`config.mk`:
```
export PLATFORM = sky130hd
export DESIGN_NAME = uart_receiver
export DESIGN_NICKNAME = d
export VERILOG_FILES = /design/src/rtl/uart_receiver.sv
export SDC_FILE = /design/constraint.sdc
export NUM_CORES = 1
export LEC_CHECK = 0
export CORE_MARGIN = 1.5
export CORE_UTILIZATION = 59
export DETAILED_ROUTE_END_ITERATION = 8
export PLACE_DENSITY = 0.79
export SLEW_MARGIN = 20
export SYNTH_ARGS = -nofsm -noshare
export SYNTH_HDL_FRONTEND = slang
export SYNTH_SLANG_ARGS = --single-unit
```
`constraint.sdc`:
```
create_clock -name clock -period 2.2 [get_ports clock]
set_input_delay 0.44 -clock clock [delete_from_list [all_inputs] [get_ports clock]]
set_output_delay 0.44 -clock clock [all_outputs]
set_load 0.02 [all_outputs]
```
`src/rtl/uart_receiver.sv`:
```
// 8N1 UART receiver: two-flop synchroniser, mid-bit start qualification, centre sampling,
// and a valid/ack holding register with frame-error and overrun reporting.
//
// state     | meaning
// S_IDLE    | line idle, waiting for rxS low
// S_START   | counting to mid start bit to reject glitches
// S_DATA    | sampling 8 data bits LSB first at bit centres
// S_STOP    | sampling the stop bit at its centre
// S_WAIT_HIGH | stop bit was low; hold off until the line returns high

module uart_receiver #(
    parameter int CLOCK_SPEED = 27000000,
    parameter int BAUD_RATE   = 115200
) (
    input  logic       clock,
    input  logic       reset,
    input  logic       uart_rx,
    output logic [7:0] dataOut,
    output logic       dataValid,
    input  logic       dataAck,
    output logic       frameError,
    output logic       overrun,
    output logic       rxBusy
);

    localparam int          CLOCK_DELAY   = CLOCK_SPEED / BAUD_RATE;
    localparam int          HALF_DELAY    = CLOCK_DELAY / 2;
    localparam logic [31:0] LAST_BIT_CNT  = 32'(CLOCK_DELAY - 1);
    localparam logic [31:0] LAST_HALF_CNT = 32'(HALF_DELAY - 1);

    generate
        if (CLOCK_DELAY < 4) begin : g_bad_rate
            $error("uart_receiver: CLOCK_SPEED / BAUD_RATE must be at least 4");
        end
    endgenerate

    typedef enum logic [2:0] {
        S_IDLE      = 3'd0,
        S_START     = 3'd1,
        S_DATA      = 3'd2,
        S_STOP      = 3'd3,
        S_WAIT_HIGH = 3'd4
    } state_t;

    state_t      r_state;
    logic        r_rx_meta;
    logic        r_rx_sync;
    logic [31:0] r_clk_cnt;
    logic [2:0]  r_bit_idx;
    logic [7:0]  r_shift;
    logic        r_deliver;
    logic [7:0]  r_data_out;
    logic        r_data_valid;
    logic        r_frame_error;
    logic        r_overrun;
    logic        r_busy;

    assign dataOut    = r_data_out;
    assign dataValid  = r_data_valid;
    assign frameError = r_frame_error;
    assign overrun    = r_overrun;
    assign rxBusy     = r_busy;

    // Synchroniser flops reset to the idle (high) line level so no false start follows reset.
    always_ff @(posedge clock) begin
        if (reset) begin
            r_rx_meta <= 1'b1;
            r_rx_sync <= 1'b1;
        end else begin
            r_rx_meta <= uart_rx;
            r_rx_sync <= r_rx_meta;
        end
    end

    always_ff @(posedge clock) begin
        if (reset) begin
            r_state       <= S_IDLE;
            r_clk_cnt     <= 32'd0;
            r_bit_idx     <= 3'd0;
            r_shift       <= 8'd0;
            r_deliver     <= 1'b0;
            r_data_out    <= 8'd0;
            r_data_valid  <= 1'b0;
            r_frame_error <= 1'b0;
            r_overrun     <= 1'b0;
            r_busy        <= 1'b0;
        end else begin
            r_frame_error <= 1'b0;
            r_deliver     <= 1'b0;

            // A same-cycle ack frees the holding register, so the new byte is taken cleanly.
            if (r_deliver) begin
                if (!r_data_valid || dataAck) begin
                    r_data_out   <= r_shift;
                    r_data_valid <= 1'b1;
                    r_overrun    <= 1'b0;
                end else begin
                    r_overrun <= 1'b1;
                end
            end else if (dataAck && r_data_valid) begin
                r_data_valid <= 1'b0;
                r_overrun    <= 1'b0;
            end

            case (r_state)
                S_IDLE: begin
                    if (!r_rx_sync) begin
                        r_state   <= S_START;
                        r_clk_cnt <= 32'd0;
                        r_busy    <= 1'b1;
                    end
                end

                S_START: begin
                    if (r_clk_cnt == LAST_HALF_CNT) begin
                        r_clk_cnt <= 32'd0;
                        if (!r_rx_sync) begin
                            r_state   <= S_DATA;
                            r_bit_idx <= 3'd0;
                        end else begin
                            r_state <= S_IDLE;
                            r_busy  <= 1'b0;
                        end
                    end else begin
                        r_clk_cnt <= r_clk_cnt + 32'd1;
                    end
                end

                S_DATA: begin
                    if (r_clk_cnt == LAST_BIT_CNT) begin
                        r_clk_cnt          <= 32'd0;
                        r_shift[r_bit_idx] <= r_rx_sync;
                        if (r_bit_idx == 3'd7) begin
                            r_state <= S_STOP;
                        end else begin
                            r_bit_idx <= r_bit_idx + 3'd1;
                        end
                    end else begin
                        r_clk_cnt <= r_clk_cnt + 32'd1;
                    end
                end

                S_STOP: begin
                    if (r_clk_cnt == LAST_BIT_CNT) begin
                        r_clk_cnt <= 32'd0;
                        if (r_rx_sync) begin
                            r_deliver <= 1'b1;
                            r_state   <= S_IDLE;
                            r_busy    <= 1'b0;
                        end else begin
                            r_frame_error <= 1'b1;
                            r_state       <= S_WAIT_HIGH;
                        end
                    end else begin
                        r_clk_cnt <= r_clk_cnt + 32'd1;
                    end
                end

                S_WAIT_HIGH: begin
                    if (r_rx_sync) begin
                        r_state <= S_IDLE;
                        r_busy  <= 1'b0;
                    end
                end

                default: begin
                    r_state   <= S_IDLE;
                    r_clk_cnt <= 32'd0;
                    r_busy    <= 1'b0;
                end
            endcase
        end
    end

endmodule

```
==> results of run 1 <==
## worst reg2reg max path, cell delays in order, from the launching register on
cell and delay [ps]:
dfxtp_2 360, inv_1 80, ha_1 190, and4bb_2 230, nand2_2 140, a32oi_2 140
a21oi_2 260, buf_4 200, or3b_1 350, nand3_1 80
## area by class of cell
type | count | area share, %
clock buffers | 9 | 3.42
clock inverters | 7 | 3.42
inverters | 6 | 0.621
multi-input cells | 266 | 48.0
flip-flops and latches | 61 | 33.7
well taps | 67 | 2.31
repair buffers | 36 | 8.49
## logic make-up (layout without fill, tap and decap cells)
logic type / Yosys count / after routing / synth area share, %
xor+xnor: 20 / 20 / 5.75
simple gates: 182 / 182 / 34.4
fa+ha+maj: 5 / 5 / 2.05
buf+inv: 20 / 58 / 3.08
mux: 19 / 19 / 6.24
compound gates: 40 / 40 / 8.46
flops: 61 / 61 / 40.1
## how the worst max path moves through the flow
stage	cells after the start	slack, ps	startpoint	to
after CTS	9	60	r_clk_cnt[1]$_SDFFE_PP0P_	r_clk_cnt[25]$_SDFFE_PP0P_
after floorplan	8	260	r_clk_cnt[1]$_SDFFE_PP0P_	r_clk_cnt[30]$_SDFFE_PP0P_
after detailed placement	9	90	r_clk_cnt[1]$_SDFFE_PP0P_	r_clk_cnt[25]$_SDFFE_PP0P_
final	9	120	r_clk_cnt[1]$_SDFFE_PP0P_	r_clk_cnt[25]$_SDFFE_PP0P_
after global routing	9	-20	r_clk_cnt[1]$_SDFFE_PP0P_	r_clk_cnt[25]$_SDFFE_PP0P_
after global placement	9	170	r_clk_cnt[1]$_SDFFE_PP0P_	r_clk_cnt[25]$_SDFFE_PP0P_
## state kept, by name, indices dropped and copies added (netlist names)
name,flops
overrun,1
r_shift,8
dataValid,1
frameError,1
r_state,3
r_deliver,1
r_clk_cnt,32
r_rx_meta,1
dataOut,8
rxBusy,1
r_bit_idx,3
r_rx_sync,1
## power by group
part | total [mW] | switching (mW) | internal, mW | leakage [nW]
Clock | 1.23 | 0.469 | 0.757 | 0.120
Sequential | 1.12 | 0.00684 | 1.11 | 0.493
Combinational | 0.0933 | 0.0576 | 0.0357 | 0.829
Total | 2.44 | 0.534 | 1.90 | 1.44
## metal layers
| layer | global-route usage [%] | up-vias | wire length, um |
|---|---|---|---|
| met5 | 0 | - | 0 |
| met4 | 13.9 | 0 | 164 |
| met3 | 4.82 | 15 | 248 |
| met2 | 41.7 | 58 | 3190 |
| met1 | 31.7 | 1247 | 3010 |
| li1 | - | 1320 | - |
## layout by cell type (no fill, tap or decap), drive strengths merged, types with 4 or more instances in the layout
| cell | synthesis | layout |
|---|---|---|
| nor3b | 4 | 4 |
| a31oi | 6 | 6 |
| buf | 7 | 21 |
| and3 | 10 | 10 |
| dfxtp | 61 | 61 |
| or2 | 4 | 4 |
| nor2 | 58 | 58 |
| a21oi | 9 | 9 |
| xnor2 | 5 | 5 |
| nand4 | 10 | 10 |
| nand2b | 4 | 4 |
| nand2 | 28 | 28 |
| ha | 5 | 5 |
| clkbuf | 7 | 9 |
| o21ai | 10 | 10 |
| nand4b | 4 | 4 |
| clkdlybuf4s50 | 0 | 15 |
| nand3 | 23 | 23 |
| xor2 | 15 | 15 |
| mux2i | 19 | 19 |
| nor4 | 10 | 10 |
| and4 | 5 | 5 |
| inv | 6 | 6 |
| nor3 | 7 | 7 |
## what timing repair did
item | 4_1_cts | 5_1_grt
setup endpoints to repair | 0 | 7
resized for setup | 0 | 3
setup buffers | 0 | 1
hold buffers | 0 | 0
==> run metrics, run 1 <==
Worst Hold Class flop to flop; Layout fillers 364; Final Power 2.44 mW; Post-Place Cells 435; WP data required 2490 ps; final critical-path required period 2080 ps; ANT cells 0; Post-synth EDFFs 0; Worst setup SP type flop; Starting Density 62.9%; Tcrit/Tclk final 94.8%; I/O Pins 16; Multi-input gate area 0.00174 mm2; share of the synthesized area in the top cell type 40.1%; CTS buffer count 9; Slew HR 58.8%; first-pass GRT wire length 10900 um; clk_skew 11.0 ps; routability cong. 0.916; Via density 5.84; Clock Path Buffers 2; final WL 6610 um; area growth from synthesis to layout 19.0%; Max Fclk 0.480 GHz; RR Endpoint r_clk_cnt[25]$_SDFFE_PP0P_; placeable core area 0.00485 mm2; number of max-cap violations 0; crit path cell chain inv_1, ha_1, and4bb_2, nand2_2, a32oi_2, a21oi_2, buf_4, or3b_1, nand3_1; ys flop type dfxtp_1; Clock Pin Slew Worst Setup and Hold Paths 70 ps; worst reg2reg path depth 9; Yosys warning total 0; LEAKAGE 1.44 nW; DRT Pass-1 Iters 4; slack of the critical path 115 ps; Die Width 74.9 um; Buf/Inv on CP 2; maximum VDD drop 572 uV; Slowest cell on crit path dfxtp_2; # nets final 389; Netlist Area Pre-Place 0.00305 mm2; Yosys cell types 56; Worst Path Arrival 2370 ps; die height 74.9 um; Post-Synthesis Cells 347; Hold Path End r_rx_sync$_SDFF_PP1_; Post-DP Area 0.00336 mm2; hold path depth 1; Rows 25; count leader, synth dfxtp_1; hold_sp r_rx_meta$_SDFF_PP1_; Setup CP Type flop to flop; TNS Setup 0 ps; largest net degree at the start of global routing 27; vias after detailed routing 2640; Critical Path End Type flop; post-DR wirelength/cell 14.6 um; Max FO, Critical Path 9; Post-synth top cells dfxtp_1 (61), nor2_1 (57), nand2_1 (27); Port Buffers 15; die area 0.00561 mm2; initial antenna violation count 0; TritonCTS Sinks 61; CP top delay family simple AND/OR/NAND/NOR gates; CTS H-tree depth 3; RSZ-0062 raised after global routing true; CTS tree built; CTS Root Cell clkbuf_8; dominant cells by area after synthesis dfxtp_1 (40%), nor2_1 (7.0%), mux2i_1 (6.2%), xor2_1 (4.3%), nand3_1 (3.8%); Slew @ Worst Pin 616 ps; RR Startpoint r_clk_cnt[1]$_SDFFE_PP0P_; status finished, final reports clean; GR Overflow Total 0; number of remaining DRC errors 0; total track usage 25.5%; # setup viols final 0; Routed Antenna Nets 0; Seq cells post-synth 61; Register Area 0.00122 mm2; asr flop ratio synth 0%; Min Hold Slack 424 ps; final number of hold-violating endpoints 0; r2r setup slk 120 ps; biggest area consumer among synthesized cells dfxtp_1; Synthesized Nets 356; Avg Inst Size Synth 8.78 um2; layout cell share with drive strength beyond 1 14.8%; vias in the first global route 2457; dpl ws 85.4 ps; dpl hpwl 4710 um; final core utilization 74.8%; sequential share of the synthesized area 40.1%; design area 0.00363 mm2; non-filler cells, final 452; Pwr per Cell Area 672 mW/mm2; final-report max-slew violation count 0; max incr delay on CP 360 ps; First DRT Iteration DRCs 173; Skew-Pair Late Insertion Delay 350 ps
No activity file was read; power rests on OpenSTA's default activity.
==> run 2: changes to the inputs <==
Settings changed: CORE_UTILIZATION 59 to 43, PLACE_DENSITY 0.79 to default, SLEW_MARGIN 20 to 25.
==> run 2 against run 1 <==
  * Sequential power is essentially flat
  * Critical path depth shrank 2
  * Global-route usage shrank 6.1 points
  * Combinational power grew 2.5%
  * Final cell count grew 7.3%
  * Utilization shrank 22 points
  * Die area grew 36%
  * Fmax grew 1.0%
  * Power shrank 13%
  * Largest cell class unchanged
  * Highest routed layer unchanged
==> run metrics, run 2 (synthesis results as in run 1) <==
non-filler cells, final 485 (+7.3%); TritonCTS Sinks 61 (unchanged); largest net degree at the start of global routing 20 (-26%); final WL 6610 um (+0.12%); clk_skew 15.8 ps (+4.82 ps); GR Overflow Total 0 (unchanged); Largest register FFs 32 (unchanged); Worst Hold Class flop to flop; CTS H-tree depth 3 (unchanged); # nets final 393 (+1.0%); Multi-input gate area 0.00174 mm2 (about the same); LEAKAGE 1.43 nW (-0.96%); Max Fclk 0.485 GHz (+1.0%); final number of hold-violating endpoints 0 (unchanged); status finished, final reports clean; Skew-Pair Late Insertion Delay 360 ps (about the same); placeable core area 0.00683 mm2 (+41%); Routed Antenna Nets 0 (unchanged); layout cell share with drive strength beyond 1 15.7% (+0.88 points); final critical-path required period 2060 ps (-20.8 ps); post-DR wirelength/cell 13.6 um (-6.7%); Die Width 87.2 um (+16%); Port Buffers 15 (unchanged); initial antenna violation count 0 (unchanged); CTS Root Cell clkbuf_8; first-pass GRT wire length 11300 um (+3.9%); Via density 5.32 (-8.9%); Register Area 0.00122 mm2 (-0.10%); Worst Path Arrival 2300 ps (-70 ps); Layout fillers 689 (+89%); Slowest cell on crit path dfxtp_1; dpl hpwl 4790 um (+1.7%); die area 0.00760 mm2 (+36%); CTS Hold Bufs 0 (unchanged); CTS buffer count 9 (unchanged); most common cell after layout, fill and taps aside dfxtp_1; # setup viols final 0 (unchanged); Setup CP Type flop to flop; Post-Place Cells 467 (+7.4%); routability cong. 0.847 (-7.6%); die height 87.2 um (+16%); crit path cell chain nor4_4, nand4_4, o221ai_1, a21oi_2, buf_4, and3_1, a211o_1; total track usage 19.4% (-6.1 points); Top reg by flops r_clk_cnt; TNS Setup 0 ps (unchanged); max incr delay on CP 370 ps (about the same); final-report max-slew violation count 0 (unchanged); CTS tree built; Rows 30 (+20%); Tcrit/Tclk final 93.8% (-0.94 points); DRT Pass-1 Iters 4 (unchanged); First DRT Iteration DRCs 90 (-48%); area growth from synthesis to layout 18.8%; maximum VDD drop 294 uV (-49%); vias in the first global route 2437 (-0.81%); ANT cells 0 (unchanged); Slew @ Worst Pin 579 ps (-37.2 ps); Pwr per Cell Area 583 mW/mm2 (-13%); Critical Path End Type flop; vias after detailed routing 2580 (-2.3%); WP data required 2440 ps (-50 ps); Clock Path Buffers 2 (unchanged); I/O Pins 16 (unchanged); Slew HR 61.2% (+2.5 points); most frequent cells in the layout dfxtp_1 (60), nor2_1 (57), nand2_1 (26); number of remaining DRC errors 0 (unchanged); Clock Pin Slew Worst Setup and Hold Paths 70 ps (about the same); number of max-cap violations 0 (unchanged); Worst setup SP type flop; Max FO, Critical Path 14 (+5); Starting Density 44.6% (-18 points)
[run 2: layer usage]
| layer | wire length [um] | GRT usage [%] | share of wire [%] | vias to the layer above |
|---|---|---|---|---|
| li1 | - | - | - | 1332 |
| met1 | 3310 | 24.5 | 50 | 1199 |
| met2 | 3010 | 31.4 | 46 | 40 |
| met3 | 164 | 4.36 | 2.5 | 9 |
| met4 | 128 | 9.09 | 1.9 | 0 |
| met5 | 0 | 0 | 0 | - |
[run 2: worst max-delay path, delay by kind of cell (launching register included)]
family	cells	cell delay, ps
flops	1	370
simple gates	3	720
compound gates	3	680
buf+inv	1	190
[run 2: layout make-up]
class | count | area share (%)
Clock buffer | 9 | 3.42
Clock inverter | 7 | 1.42
Inverter | 6 | 0.622
Multi-Input combinational cell | 266 | 48.1
Sequential cell | 61 | 33.8
Tap cell | 96 | 3.32
Timing Repair Buffer | 40 | 9.33
[run 2: what timing repair did]
| item | CTS | global route |
|---|---|---|
| endpoints found under the setup margin | 0 | 19 |
| resized for setup | 0 | 3 |
| setup buffers | 0 | 2 |
[run 2: power breakdown]
group	switching, mW	leakage [nW]	total [mW]	internal (mW)
combinational	0.0590	0.850	0.0956	0.0366
clock	0.486	0.0856	0.897	0.411
sequential	0.00645	0.492	1.12	1.11
total	0.551	1.43	2.11	1.56
[run 2: worst paths after layout]
check	end	slack, ps	cells after the start	startpoint
hold reg to reg	r_rx_sync$_SDFF_PP1_	410	1	r_rx_meta$_SDFF_PP1_
setup / recovery	r_clk_cnt[23]$_SDFFE_PP0P_	140	7	r_clk_cnt[17]$_SDFFE_PP0P_
hold / removal	r_rx_sync$_SDFF_PP1_	410	1	r_rx_meta$_SDFF_PP1_
setup reg to reg	r_clk_cnt[23]$_SDFFE_PP0P_	140	7	r_clk_cnt[17]$_SDFFE_PP0P_
[run 2: metrics by stage]
| stage | area (um2) | power, mW | util, % | hold slack (ps) | setup WS (ps) |
|---|---|---|---|---|---|
| after floorplan | 3050 | 1.20 | - | 389 | 265 |
| after global placement | 3420 | 1.24 | 50.1 | 392 | 157 |
| after detailed placement | 3420 | 1.24 | 50.1 | 398 | 129 |
| after CTS | 3590 | 2.14 | 52.6 | 412 | 104 |
| after global routing | 3620 | 2.20 | 53.0 | 417 | -3.03 |
| final | 3620 | 2.11 | 53.0 | 407 | 136 |
